<file path="src/rtl/alu_pkg.sv">
// Shared types and constants for the sequential ALU (seq_alu and seq_alu_iter).
package alu_pkg;

  localparam int ALU_WIDTH = 8;

  typedef enum logic [2:0] {
    OP_ADD   = 3'b000,
    OP_SUB   = 3'b001,
    OP_AND   = 3'b010,
    OP_OR    = 3'b011,
    OP_XOR   = 3'b100,
    OP_PASSB = 3'b101,
    OP_MUL   = 3'b110,
    OP_DIV   = 3'b111
  } alu_op_e;

  typedef enum logic [1:0] {
    ST_IDLE = 2'd0,
    ST_MUL  = 2'd1,
    ST_DIV  = 2'd2,
    ST_DONE = 2'd3
  } alu_state_e;

  typedef struct packed {
    logic carry;
    logic zero;
    logic err;
  } alu_flags_t;

endpackage

</file>
<file path="src/rtl/seq_alu_if.sv">
// Request/response bundle between the accumulator-side controller and seq_alu.
interface seq_alu_if
  import alu_pkg::*;
#(
  parameter int WIDTH = ALU_WIDTH
);

  logic             start;
  logic [2:0]       op;
  logic [WIDTH-1:0] a;
  logic [WIDTH-1:0] b;
  logic             busy;
  logic             done;
  logic             ac_en;
  logic [WIDTH-1:0] result;
  logic             carry;
  logic             zero;
  logic             err;

  modport master (
    output start, op, a, b,
    input  busy, done, ac_en, result, carry, zero, err
  );

  modport slave (
    input  start, op, a, b,
    output busy, done, ac_en, result, carry, zero, err
  );

endinterface

</file>
<file path="src/rtl/seq_alu_iter.sv">
// Bit-serial datapath: shift-add multiplier and, with SEQ_ALU_DIV_EN defined, a restoring divider.
// {hi, lo} holds product (MUL) or remainder/quotient (DIV); lo_next/hi_next expose the post-step value.
module seq_alu_iter
  import alu_pkg::*;
#(
  parameter int WIDTH = ALU_WIDTH
) (
  input  logic             clk,
  input  logic             rst_n,
  input  logic             load_mul,
  input  logic             load_div,
  input  logic [WIDTH-1:0] a,
  input  logic [WIDTH-1:0] b,
  output logic             step,
  output logic             last,
  output logic [WIDTH-1:0] lo_next,
  output logic [WIDTH-1:0] hi_next
);

  localparam int CW = (WIDTH > 1) ? $clog2(WIDTH) : 1;
  localparam logic [CW-1:0] CNT_LAST = CW'(WIDTH - 1);

  logic [WIDTH-1:0] hi_reg;
  logic [WIDTH-1:0] lo_reg;
  logic [WIDTH-1:0] opnd_reg;
  logic [CW-1:0]    cnt_reg;
  logic             running_reg;

  logic [WIDTH:0]   add_sum;
  logic [WIDTH-1:0] mul_hi;
  logic [WIDTH-1:0] mul_lo;

  // Multiplier bits are consumed from lo while the product shifts in from the top.
  assign add_sum = {1'b0, hi_reg} + (lo_reg[0] ? {1'b0, opnd_reg} : '0);
  assign mul_hi  = add_sum[WIDTH:1];
  assign mul_lo  = {add_sum[0], lo_reg[WIDTH-1:1]};

`ifdef SEQ_ALU_DIV_EN
  logic             div_reg;
  logic [WIDTH:0]   shifted;
  logic             fits;
  logic [WIDTH-1:0] rem_sub;
  logic [WIDTH-1:0] div_hi;
  logic [WIDTH-1:0] div_lo;

  // Remainder stays below the divisor, so the trial difference always fits in WIDTH bits.
  assign shifted = {hi_reg, lo_reg[WIDTH-1]};
  assign fits    = shifted >= {1'b0, opnd_reg};
  assign rem_sub = shifted[WIDTH-1:0] - opnd_reg;
  assign div_hi  = fits ? rem_sub : shifted[WIDTH-1:0];
  assign div_lo  = {lo_reg[WIDTH-2:0], fits};

  assign hi_next = div_reg ? div_hi : mul_hi;
  assign lo_next = div_reg ? div_lo : mul_lo;

  always_ff @(posedge clk or negedge rst_n) begin
    if (!rst_n) begin
      div_reg <= 1'b0;
    end else if (load_mul || load_div) begin
      div_reg <= load_div;
    end
  end
`else
  assign hi_next = mul_hi;
  assign lo_next = mul_lo;
`endif

  always_ff @(posedge clk or negedge rst_n) begin
    if (!rst_n) begin
      hi_reg      <= '0;
      lo_reg      <= '0;
      opnd_reg    <= '0;
      cnt_reg     <= '0;
      running_reg <= 1'b0;
    end else if (load_mul || load_div) begin
      hi_reg      <= '0;
      lo_reg      <= load_div ? a : b;
      opnd_reg    <= load_div ? b : a;
      cnt_reg     <= '0;
      running_reg <= 1'b1;
    end else if (running_reg) begin
      hi_reg  <= hi_next;
      lo_reg  <= lo_next;
      cnt_reg <= cnt_reg + CW'(1);
      if (last) begin
        running_reg <= 1'b0;
      end
    end
  end

  assign step = running_reg;
  assign last = (cnt_reg == CNT_LAST);

endmodule

</file>
<file path="src/rtl/seq_alu.sv">
// Multi-cycle ALU driving the accumulator: 1-cycle logic/arith ops, bit-serial MUL/DIV.
// Define SEQ_ALU_DIV_EN to build the divider; otherwise opcode DIV returns 0 with err set.
module seq_alu
  import alu_pkg::*;
#(
  parameter int WIDTH = ALU_WIDTH
) (
  input logic      clk,
  input logic      rst_n,
  seq_alu_if.slave bus
);

  alu_state_e       state_reg;
  alu_state_e       state_next;
  alu_op_e          op_in;
  logic             accept;
  logic             load_mul;
  logic             load_div;

  logic             iter_step;
  logic             iter_last;
  logic [WIDTH-1:0] iter_lo;
  logic [WIDTH-1:0] iter_hi;

  logic [WIDTH:0]   sum_ext;
  logic [WIDTH:0]   diff_ext;
  logic [WIDTH-1:0] fast_res;
  logic             fast_carry;
  logic             fast_err;

  logic             fin_load;
  logic [WIDTH-1:0] fin_res;
  logic             fin_carry;
  logic             fin_err;

  logic [WIDTH-1:0] result_reg;
  alu_flags_t       flags_reg;

  assign op_in    = alu_op_e'(bus.op);
  assign accept   = bus.start && (state_reg == ST_IDLE);
  assign load_mul = accept && (op_in == OP_MUL);
`ifdef SEQ_ALU_DIV_EN
  assign load_div = accept && (op_in == OP_DIV) && (bus.b != '0);
`else
  assign load_div = 1'b0;
`endif

  seq_alu_iter #(
    .WIDTH (WIDTH)
  ) u_iter (
    .clk      (clk),
    .rst_n    (rst_n),
    .load_mul (load_mul),
    .load_div (load_div),
    .a        (bus.a),
    .b        (bus.b),
    .step     (iter_step),
    .last     (iter_last),
    .lo_next  (iter_lo),
    .hi_next  (iter_hi)
  );

  assign sum_ext  = {1'b0, bus.a} + {1'b0, bus.b};
  assign diff_ext = {1'b0, bus.a} - {1'b0, bus.b};

  always_comb begin
    fast_res   = '0;
    fast_carry = 1'b0;
    fast_err   = 1'b0;
    case (op_in)
      OP_ADD: begin
        fast_res   = sum_ext[WIDTH-1:0];
        fast_carry = sum_ext[WIDTH];
      end
      OP_SUB: begin
        fast_res   = diff_ext[WIDTH-1:0];
        fast_carry = diff_ext[WIDTH];
      end
      OP_AND:   fast_res = bus.a & bus.b;
      OP_OR:    fast_res = bus.a | bus.b;
      OP_XOR:   fast_res = bus.a ^ bus.b;
      OP_PASSB: fast_res = bus.b;
      OP_DIV: begin
`ifdef SEQ_ALU_DIV_EN
        // Only the divide-by-zero case reaches the fast path.
        fast_res = '1;
`endif
        fast_err = 1'b1;
      end
      default: ;
    endcase
  end

  always_ff @(posedge clk or negedge rst_n) begin
    if (!rst_n) begin
      state_reg <= ST_IDLE;
    end else begin
      state_reg <= state_next;
    end
  end

  always_comb begin
    state_next = state_reg;
    case (state_reg)
      ST_IDLE: begin
        if (accept) begin
          if (load_mul) begin
            state_next = ST_MUL;
          end else if (load_div) begin
            state_next = ST_DIV;
          end else begin
            state_next = ST_DONE;
          end
        end
      end
      ST_MUL, ST_DIV: begin
        if (iter_last) begin
          state_next = ST_DONE;
        end
      end
      ST_DONE: state_next = ST_IDLE;
      default: state_next = ST_IDLE;
    endcase
  end

  always_comb begin
    bus.busy  = (state_reg == ST_MUL) || (state_reg == ST_DIV);
    bus.done  = (state_reg == ST_DONE);
    bus.ac_en = (state_reg == ST_DONE);
  end

  // Result/flags are captured on the edge that enters DONE, so they are stable while done is high.
  always_comb begin
    fin_load  = 1'b0;
    fin_res   = fast_res;
    fin_carry = fast_carry;
    fin_err   = fast_err;
    if (accept && !load_mul && !load_div) begin
      fin_load = 1'b1;
    end else if (iter_step && iter_last) begin
      fin_load  = 1'b1;
      fin_res   = iter_lo;
      fin_carry = |iter_hi;
      fin_err   = 1'b0;
    end
  end

  always_ff @(posedge clk or negedge rst_n) begin
    if (!rst_n) begin
      result_reg <= '0;
      flags_reg  <= '0;
    end else if (fin_load) begin
      result_reg      <= fin_res;
      flags_reg.carry <= fin_carry;
      flags_reg.zero  <= (fin_res == '0);
      flags_reg.err   <= fin_err;
    end
  end

  assign bus.result = result_reg;
  assign bus.carry  = flags_reg.carry;
  assign bus.zero   = flags_reg.zero;
  assign bus.err    = flags_reg.err;

  a_done_not_busy: assert property (@(posedge clk) disable iff (!rst_n) bus.done |-> !bus.busy);
  a_done_single:   assert property (@(posedge clk) disable iff (!rst_n)
                                    (state_reg == ST_DONE) |=> (state_reg == ST_IDLE));

endmodule

</file>
<file path="src/flat_wrapper.sv">
// flat-port wrapper written by rule: the top's interface ports become plain ports
module seq_alu_flat import alu_pkg::*;
#(
  parameter int WIDTH = ALU_WIDTH
)
  (clk, rst_n, bus_start, bus_op, bus_a, bus_b, bus_busy, bus_done, bus_ac_en, bus_result, bus_carry, bus_zero, bus_err);
  seq_alu_if #(.WIDTH(WIDTH)) bus_i ();
  input logic clk;
  input logic rst_n;
  input wire logic [$bits(bus_i.start)-1:0] bus_start;
  input wire logic [$bits(bus_i.op)-1:0] bus_op;
  input wire logic [$bits(bus_i.a)-1:0] bus_a;
  input wire logic [$bits(bus_i.b)-1:0] bus_b;
  output wire logic [$bits(bus_i.busy)-1:0] bus_busy;
  output wire logic [$bits(bus_i.done)-1:0] bus_done;
  output wire logic [$bits(bus_i.ac_en)-1:0] bus_ac_en;
  output wire logic [$bits(bus_i.result)-1:0] bus_result;
  output wire logic [$bits(bus_i.carry)-1:0] bus_carry;
  output wire logic [$bits(bus_i.zero)-1:0] bus_zero;
  output wire logic [$bits(bus_i.err)-1:0] bus_err;
  assign bus_i.start = bus_start;
  assign bus_i.op = bus_op;
  assign bus_i.a = bus_a;
  assign bus_i.b = bus_b;
  assign bus_busy = bus_i.busy;
  assign bus_done = bus_i.done;
  assign bus_ac_en = bus_i.ac_en;
  assign bus_result = bus_i.result;
  assign bus_carry = bus_i.carry;
  assign bus_zero = bus_i.zero;
  assign bus_err = bus_i.err;
  seq_alu #(.WIDTH(WIDTH)) u_core (.clk(clk), .rst_n(rst_n), .bus(bus_i));
endmodule
</file>
<file path="config.mk">
export PLATFORM = sky130hd
export DESIGN_NAME = seq_alu_flat
export DESIGN_NICKNAME = d
export VERILOG_FILES = /design/src/rtl/alu_pkg.sv /design/src/rtl/seq_alu_if.sv /design/src/rtl/seq_alu_iter.sv /design/src/rtl/seq_alu.sv /design/src/flat_wrapper.sv
export SDC_FILE = /design/constraint.sdc
export NUM_CORES = 1
export LEC_CHECK = 0
export CAP_MARGIN = 0
export CORE_MARGIN = 4
export CORE_UTILIZATION = 46
export CTS_CLUSTER_SIZE = 8
export DETAILED_ROUTE_END_ITERATION = 6
export PLACE_DENSITY = 0.77
export REMOVE_ABC_BUFFERS = 1
export SLEW_MARGIN = 30
export SYNTH_ARGS = -nofsm -noshare
export SYNTH_HDL_FRONTEND = slang
export SYNTH_HIERARCHICAL = 1
export SYNTH_SLANG_ARGS = --single-unit
</file>
<file path="constraint.sdc">
create_clock -name clk -period 4.2 [get_ports clk]
set_clock_uncertainty 0.1 [all_clocks]
set_input_delay 0.63 -clock clk [delete_from_list [all_inputs] [get_ports clk]]
set_output_delay 0.63 -clock clk [all_outputs]
set_load 0.05 [all_outputs]
</file>
# Word level (Yosys, flattened, before mapping)
# Cells that the tools add are included.
# word_totals
register_bits,41
in_bits,22
elab_cells,68
# op_classes
addsub,4
n_eq_ne,13
mux,25
bitwise,3
n_reduce_logical,13
# ops
operator,count
8-bit 2-to-1 mux,7
8-bit case mux with 6 select lines,1
3-bit equality test (second input constant),5
1-bit 2-to-1 mux,10
8-bit by 8-bit adder with 9-bit output,1
8-bit by 9-bit adder with 9-bit output,1
8-bit by 8-bit subtractor with 9-bit output,1
8-bit bitwise AND,1
8-bit logical NOT,1
8-bit OR,1
8-bit OR reduction,1
8-bit bitwise XOR,1
3-bit by 2-bit equality test with 1-bit output (second input constant),2
2-bit 2-to-1 mux,3
3-bit 2-to-1 mux,2
2-bit case mux with 3 select lines,1
2-bit equality test (second input constant),2
1-bit logical AND,4
2-bit by 1-bit != test with 1-bit output (second input constant),2
3-bit by 1-bit adder with 3-bit output (second input constant),1
3-bit by 1-bit equality test with 1-bit output (second input constant),1
3-bit logical NOT,1
2-bit by 1-bit equality test with 1-bit output (second input constant),1
2-bit logical NOT,1
other kinds (6),6

# Longest topological paths before layout
# Gate-level depths: netlist (run 1).
# depth
ltp_word,7
mapped_depth,11

# Modules after synthesis
# Netlist (run 1), hierarchy kept.
# modules_own_cells
module,n_inst,cells_per_inst,area_each_um2,seq_area_each_um2
seq_alu,1,263,2025.7,325.3
seq_alu_iter,1,208,1846.8,700.7

# Worst setup path before layout (run 1)
# No wires, ideal clock.
# synth_timing
kind,reg2reg
start,reg u_core.u_iter.lo_reg[0]
end,reg u_core/bus.carry (netlist name)
t_arrival_ns,2.516
path_slack_ns,1.439
stages_incl_launch_ff,12
path_buffers,0
path_cell_list,dfrtp_1 and2_1 ha_1 fa_1 a211oi_1 o21bai_1 a21oi_1 xnor2_1 nor4_1 a21oi_1 a21oi_1 o311ai_0
# synth_via
elab_chain_len,5
# synth_rtl
element,line_no,text
start: declaration,seq_alu_iter.sv:24,logic [WIDTH-1:0] lo_reg;
start signal: assignment,seq_alu_iter.sv:77,lo_reg <= load_div ? a : b;
start signal: assignment,seq_alu_iter.sv:83,lo_reg <= lo_next;
8-bit 2-to-1 mux,seq_alu_iter.sv:34,"assign add_sum = {1'b0, hi_reg} + (lo_reg[0] ? {1'b0, opnd_reg} : '0);"
8-bit by 9-bit adder with 9-bit output,seq_alu_iter.sv:34,
via u_core.iter_hi[5],seq_alu.sv:23,logic [WIDTH-1:0] iter_hi;
8-bit OR reduction,seq_alu.sv:143,fin_carry = |iter_hi;
1-bit 2-to-1 mux,seq_alu.sv:140,end else if (iter_step && iter_last) begin
1-bit 2-to-1 mux,seq_alu.sv:138,if (accept && !load_mul && !load_div) begin
# The timed path passes the listed nets, and every way through them passes these cells.
# A chain may end at the register's enable or synchronous reset.

# Final worst setup path (run 1)
# layout_timing
start,in bus_a[1]
end,reg u_core/bus.zero (netlist name)
# layout_via
elab_chain_len,5
word_cells_on_any_way,9
cone_classes,add/sub: 2; mux: 3; bitwise: 3; reduce/logical: 1
# layout_rtl
element,line_no,text
start: declaration,flat_wrapper.sv:12,input wire logic [$bits(bus_i.a)-1:0] bus_a;
"8-bit by 8-bit subtractor with 9-bit output, or another cell as far along",seq_alu.sv:64,"assign diff_ext = {1'b0, bus.a} - {1'b0, bus.b};"
8-bit case mux with 6 select lines *,seq_alu.sv:70,case (op_in)
8-bit 2-to-1 mux,seq_alu.sv:140,
8-bit 2-to-1 mux *,seq_alu.sv:138,
8-bit logical NOT *,seq_alu.sv:155,flags_reg.zero <= (fin_res == '0);
# Every way passes the cells marked *; elsewhere a longest branch is shown, timed or not.

==> results of run 1 <==
[routing by layer]
layer  global-route usage, %  vias to the layer above
met5                       0                        -
met4                    5.78                        0
met3                    3.16                       22
met2                    31.6                      148
met1                    27.6                     1657
li1                        -                     1719
[power groups by stage]
| stage | clock [W] | combinational, W | sequential (W) |
|---|---|---|---|
| 2_1_floorplan | 0 | 0.000393 | 0.000690 |
| 3_3_place_gp | 0 | 0.000787 | 0.000536 |
| 3_5_place_dp | 0 | 0.000804 | 0.000541 |
| 4_1_cts | 0.000284 | 0.000807 | 0.000533 |
| 5_1_grt | 0.000303 | 0.000877 | 0.000547 |
| 6_report | 0.000278 | 0.000809 | 0.000531 |
[final timing paths]
| check | startpoint | to | cells past startpoint |
|---|---|---|---|
| worst min register to register | u_core/bus.err | u_core/bus.err | 2 |
| worst max register to register | u_core/u_iter/lo_reg[0] | u_core/bus.carry | 11 |
| worst max-delay path | bus_a[1] | u_core/bus.zero | 10 |
| min in group clk | u_core/bus.err | u_core/bus.err | 2 |
| max in group asynchronous | rst_n | u_core/u_iter/hi_reg[2] | 1 |
| worst min-delay path | rst_n | u_core/u_iter/cnt_reg[2] | 1 |
[critical path, stage by stage]
cell and delay (ps):
clkdlybuf4s50_1 600, inv_1 130, ha_1 370, a211oi_1 440, nor2_1 130, mux2i_1 140, nor4_1 250, o21ai_0 230
a2111o_1 420, o21ai_1 110
[synth_stat cells (all sizes together), types with 3 or more instances]
cell,number
o311ai,7
o21a,4
o22ai,3
nor2,39
a211oi,6
nand2b,12
buf,23
clkbuf,10
and2,11
nor3,13
a21oi,33
inv,26
fa,3
nor4,4
nand4,3
xnor2,6
nand3,14
a31oi,3
nand3b,3
nor2b,6
mux2i,22
or3,5
dfrtp,41
ha,38
o211ai,5
a21o,6
nand2,40
o21ai,41
[kinds of logic (layout without fill, tap and decap cells)]
kind of cell / after synthesis / in the layout / share of synthesized area, %
mux: 24 / 24 / 6.27
fa+ha+maj: 41 / 41 / 13.8
simple gates: 161 / 161 / 20.6
compound gates: 135 / 135 / 23.0
flops: 41 / 41 / 26.5
xor+xnor: 8 / 8 / 1.81
other cells: 1 / 1 / 0.0968
buf+inv: 60 / 77 / 7.88
[final cells by class]
cell class                      count  area [um^2]  area share (%)
Multi-Input combinational cell    370         2550            59.2
Sequential cell                    41         1030            23.9
Timing Repair Buffer               42          400            9.31
Tap cell                          105          131            3.05
Inverter                           27          101            2.36
Clock buffer                        6         82.6            1.92
Clock inverter                      2         13.8           0.320
[cell usage in the layout, fill, tap and decap left out, drive strengths merged, types with 3 or more instances in the layout]
master | netlist | routed
clkdlybuf4s50 | 0 | 34
nor2b | 6 | 6
a21oi | 33 | 33
o211ai | 5 | 5
nor4 | 4 | 4
a31oi | 3 | 3
nand2 | 40 | 40
nand3 | 14 | 14
o22ai | 3 | 3
o21ai | 41 | 41
a211oi | 6 | 6
clkbuf | 10 | 6
a21o | 6 | 6
nand4 | 3 | 3
inv | 26 | 26
xnor2 | 6 | 6
nand2b | 12 | 12
nor3 | 13 | 13
and2 | 11 | 11
nand3b | 3 | 3
mux2i | 22 | 22
o311ai | 7 | 7
o21a | 4 | 4
or3 | 5 | 5
buf | 23 | 8
clkinv | 1 | 3
fa | 3 | 3
dfrtp | 41 | 41
ha | 38 | 38
nor2 | 39 | 39
[per-stage QoR]
| stage | hold slack, ps | total power (W) | std cells | setup slack (ps) | utilization, % |
|---|---|---|---|---|---|
| 2_1_floorplan | 234 | 0.00108 | 438 | 827 | - |
| 3_3_place_gp | 362 | 0.00132 | 585 | 714 | 51.1 |
| 3_5_place_dp | 370 | 0.00135 | 585 | 622 | 51.1 |
| 4_1_cts | 388 | 0.00162 | 593 | 929 | 52.3 |
| 5_1_grt | 243 | 0.00173 | 593 | 643 | 52.4 |
| 6_report | 210 | 0.00162 | 593 | 871 | 52.4 |
==> out/summary.txt, run 1 <==
status: finished, final reports clean
total die area: 0.00995 mm^2
Slew headroom: 48.4%
Placed Area: 0.00420 mm^2
CP required: 4330 ps
Yosys Warn Count: 6
register area share after synthesis: 26.5%
number of fill cells: 794
Worst Max-Slew Pin Slew: 771 ps
cell taking the most area after synthesis: dfrtp_1
met2 wire length: 4.40 mm
IO Count: 36
Switch Pwr: 0.000710 W
post-synthesis cell type count: 70
WS Path Type: primary input to flip-flop
final hold violation count: 0
postcts setup bufs: 0
drt pass-1 iters: 4
CTS root buf: clkbuf_8
Comb pwr share: 50.0%
n_diodes: 0
met1 WL: 4.46 mm
Seq cells post-synth: 41
Post-synth ARST share: 100%
row count: 33
cell count after synthesis: 471
I/O Buffers: 35
CP endpoint kind: flip-flop
Tmin final: 3330 ps
total number of vias: 3,546
syn avg cell area: 8.22 um^2
met3 wire len: 681 um
CTS clock-pin slew for the worst setup and hold paths: 80 ps
Synth area leaders: dfrtp_1 26%, ha_1 12%, mux2i_1 5.7%, o21ai_0 5.0%, a21oi_1 4.1%
GPL Wtd Cong: 0.906
Initial Util: 47.1%
final setup TNS: 0 ps
post-route ant nets: 0
core area: 0.00822 mm^2
CTS Buf Count: 5
VDD IR max: 0.152 mV
fraction of layout cells with a size suffix above 1: 5.94%
RSZ-0062 raised after global routing: no
HPWL after DPL: 7.43 mm
gr usage total: 19.8%
Post-Route WL: 9.75 mm
clk buf depth: 2
synthesized area: 0.00387 mm^2
nets: 550
Cell Pwr Density: 376 mW/mm^2
Die X: 99.8 um
number of max-cap violations: 0
largest net degree at the start of global routing: 42
1st-iter DRT viols: 272
total congestion overflow: 0
Min-Delay Path Class: primary input to asynchronous set/reset pin
maximum clock frequency: 300 MHz
Final Cycle Share: 79.3%
CP Launch Type: primary input
post-route design area: 0.00430 mm^2
Post-synth EDFFs: 0
CTS Sinks: 41
Leak: 1.97 nW
Synth top area share: 26.5%
fin. max-slew vios: 0
Hold-fix buffers, CTS: 0
routed len/inst: 16.4 um
H-tree depth: 2
initial antenna violation count: 0
drt drc: 0
worst reg-to-reg setup slack: 930 ps
Arrival @ worst endpoint: 3460 ps
TritonCTS clock tree: built
Top Metal Used: met4
vias in the first global route: 3,393
Clock power frac: 17.2%
PostCTS Resize Cnt: 0
vias per cell: 5.98
Flop pwr share: 32.8%
clk_lat worst skew: 300 ps
Cell Int Power: 0.000910 W
critical path fanouts, max: 6
prevailing post-synth register cell: dfrtp_1
final setup fails: 0
die span in y: 99.8 um
first-pass GRT wire length: 16.3 mm
Layout area overhead: 11.1%
switch share: 43.8%
(Power assumes the default switching activity.)
==> inputs of run 2 (changes only) <==
==> constraint.sdc (replaced) <==
create_clock -name clk -period 3.4 [get_ports clk]
set_clock_uncertainty 0.1 [all_clocks]
set_input_delay 0.51 -clock clk [delete_from_list [all_inputs] [get_ports clk]]
set_output_delay 0.51 -clock clk [all_outputs]
set_load 0.05 [all_outputs]
==> run 2 against run 1 <==
Combinational power rose by 27%. Clock-buffer cell count did not move. Power is 29% higher. Global-route usage is 0.45 points higher. Sequential share of layout area decreased by 0.76 points. Die area stayed put. Non-clock buffer count rose by 14. Via count rose by 1.8%. Cell count up 2.4%. Critical endpoint unchanged. Highest routed layer unchanged.
==> out/summary.txt, run 2 (synthesis gave the netlist of run 1 again) <==
status: finished, final reports clean
Initial Util: 47.1%
fin. max-slew vios: 0
Final Cycle Share: 90.0%
IO Count: 36
routed len/inst: 16.5 um
CTS clock-pin slew for the worst setup and hold paths: 80 ps
clk_lat worst skew: 290 ps
Worst R2R Path Depth: 11
Post-Route WL: 10.0 mm
maximum clock frequency: 327 MHz
final hold violation count: 0
drt pass-1 iters: 5
RSZ-0062 raised after global routing: no
Layout area overhead: 14.7%
PostCTS Resize Cnt: 0
vias per cell: 5.95
Multi-input gate area: 0.00255 mm^2
Sequential Area: 0.00103 mm^2
Arrival @ worst endpoint: 3180 ps
Die X: 99.8 um
Min-Delay Path Class: primary input to asynchronous set/reset pin
HPWL after DPL: 7.71 mm
initial antenna violation count: 0
Cell Pwr Density: 471 mW/mm^2
Leak: 2.05 nW
Hold-fix buffers, CTS: 0
row count: 33
number of fill cells: 763
Worst Max-Slew Pin Slew: 583 ps
total number of vias: 3,609
met1 WL: 4.58 mm
Worst Setup SP: bus_a[0]
Top Metal Used: met4
postcts setup bufs: 0
final setup fails: 0
total congestion overflow: 0
worst reg-to-reg setup slack: 360 ps
VDD IR max: 0.206 mV
largest net degree at the start of global routing: 42
1st-iter DRT viols: 229
CP required: 3520 ps
die span in y: 99.8 um
number of max-cap violations: 0
fraction of layout cells with a size suffix above 1: 8.57%
met3 wire len: 645 um
setup ws final: 340 ps
commonest non-fill, non-tap cell in the layout: dfrtp_1
drt drc: 0
n_diodes: 0
CTS Sinks: 41
Tmin final: 3060 ps
I/O Buffers: 35
final std cells w/o fill: 607
commonest non-fill, non-tap cells in the layout: 41 x dfrtp_1, 40 x nand2_1, 39 x o21ai_0, 38 x nor2_1, 38 x ha_1
post-route ant nets: 0
TritonCTS clock tree: built
Place WS: 49.9 ps
crit path to: u_core/bus.zero
CTS root buf: clkbuf_8
core area: 0.00822 mm^2
H-tree depth: 2
fin util: 54.1%
r2r startpoint: u_core/u_iter/opnd_reg[0]
vias in the first global route: 3,391
final setup TNS: 0 ps
WS Path Type: primary input to flip-flop
Slew headroom: 61.1%
nets: 564
gr usage total: 20.3%
GPL Wtd Cong: 0.921
worst r2r dst: u_core/bus.carry
CP Launch Type: primary input
met2 wire length: 4.61 mm
CTS Buf Count: 5
Inst Count DP: 599
total die area: 0.00995 mm^2
critical path fanouts, max: 4
CP endpoint kind: flip-flop
clk buf depth: 2
first-pass GRT wire length: 16.6 mm
==> run 2: worst min-delay path by stage <==
stage                         startpoint                        to  slack [ps]  depth (start not counted)
floorplan                          rst_n          u_core/bus.carry         110                          0
global placement    u_core/bus.result[0]      u_core/bus.result[0]         360                          2
detailed placement        u_core/bus.err            u_core/bus.err         370                          2
CTS                                rst_n       u_core/state_reg[0]         270                          1
global route                       rst_n  u_core/u_iter/cnt_reg[0]         100                          1
finish                             rst_n   u_core/u_iter/hi_reg[7]          80                          1
==> run 2: area by class of cell <==
type	count	share of cell area (%)
Tap cell	105	2.96
Timing Repair Buffer	56	11.7
Clock inverter	2	0.845
Multi-Input combinational cell	370	57.3
Inverter	27	2.28
Sequential cell	41	23.1
Clock buffer	6	1.86
==> run 2: worst max-delay path, stage by stage <==
cell and delay [ps]:
clkdlybuf4s50_1 480, ha_1 280, fa_1 430, a211oi_2 260, nor3_1 130, o311ai_1 290, a32o_1 240, a21oi_2 70
a2111o_1 380, o21ai_1 110
==> run 2: power breakdown <==
part	internal (W)	switching, W	leakage, nW
combinational	0.000382	0.000644	1.48
sequential	0.000590	0.0000644	0.516
clock	0.000239	0.000173	0.0574
total	0.00121	0.000881	2.05
==> run 2: metrics by stage <==
| stage | area [um^2] | hold WS, ps | power, W |
|---|---|---|---|
| global placement | 4320 | 362 | 0.00165 |
| CTS | 4440 | 267 | 0.00210 |
| floorplan | 3670 | 114 | 0.00134 |
| global route | 4440 | 104 | 0.00222 |
| detailed placement | 4320 | 374 | 0.00169 |
| finish | 4440 | 79.4 | 0.00209 |
==> run 2: per-layer routing <==
metal | vias to the layer above | global-route usage [%]
met1 | 1705 | 28.2
met4 | 0 | 5.57
met3 | 18 | 2.73
li1 | 1741 | -
met5 | - | 0
met2 | 145 | 32.9
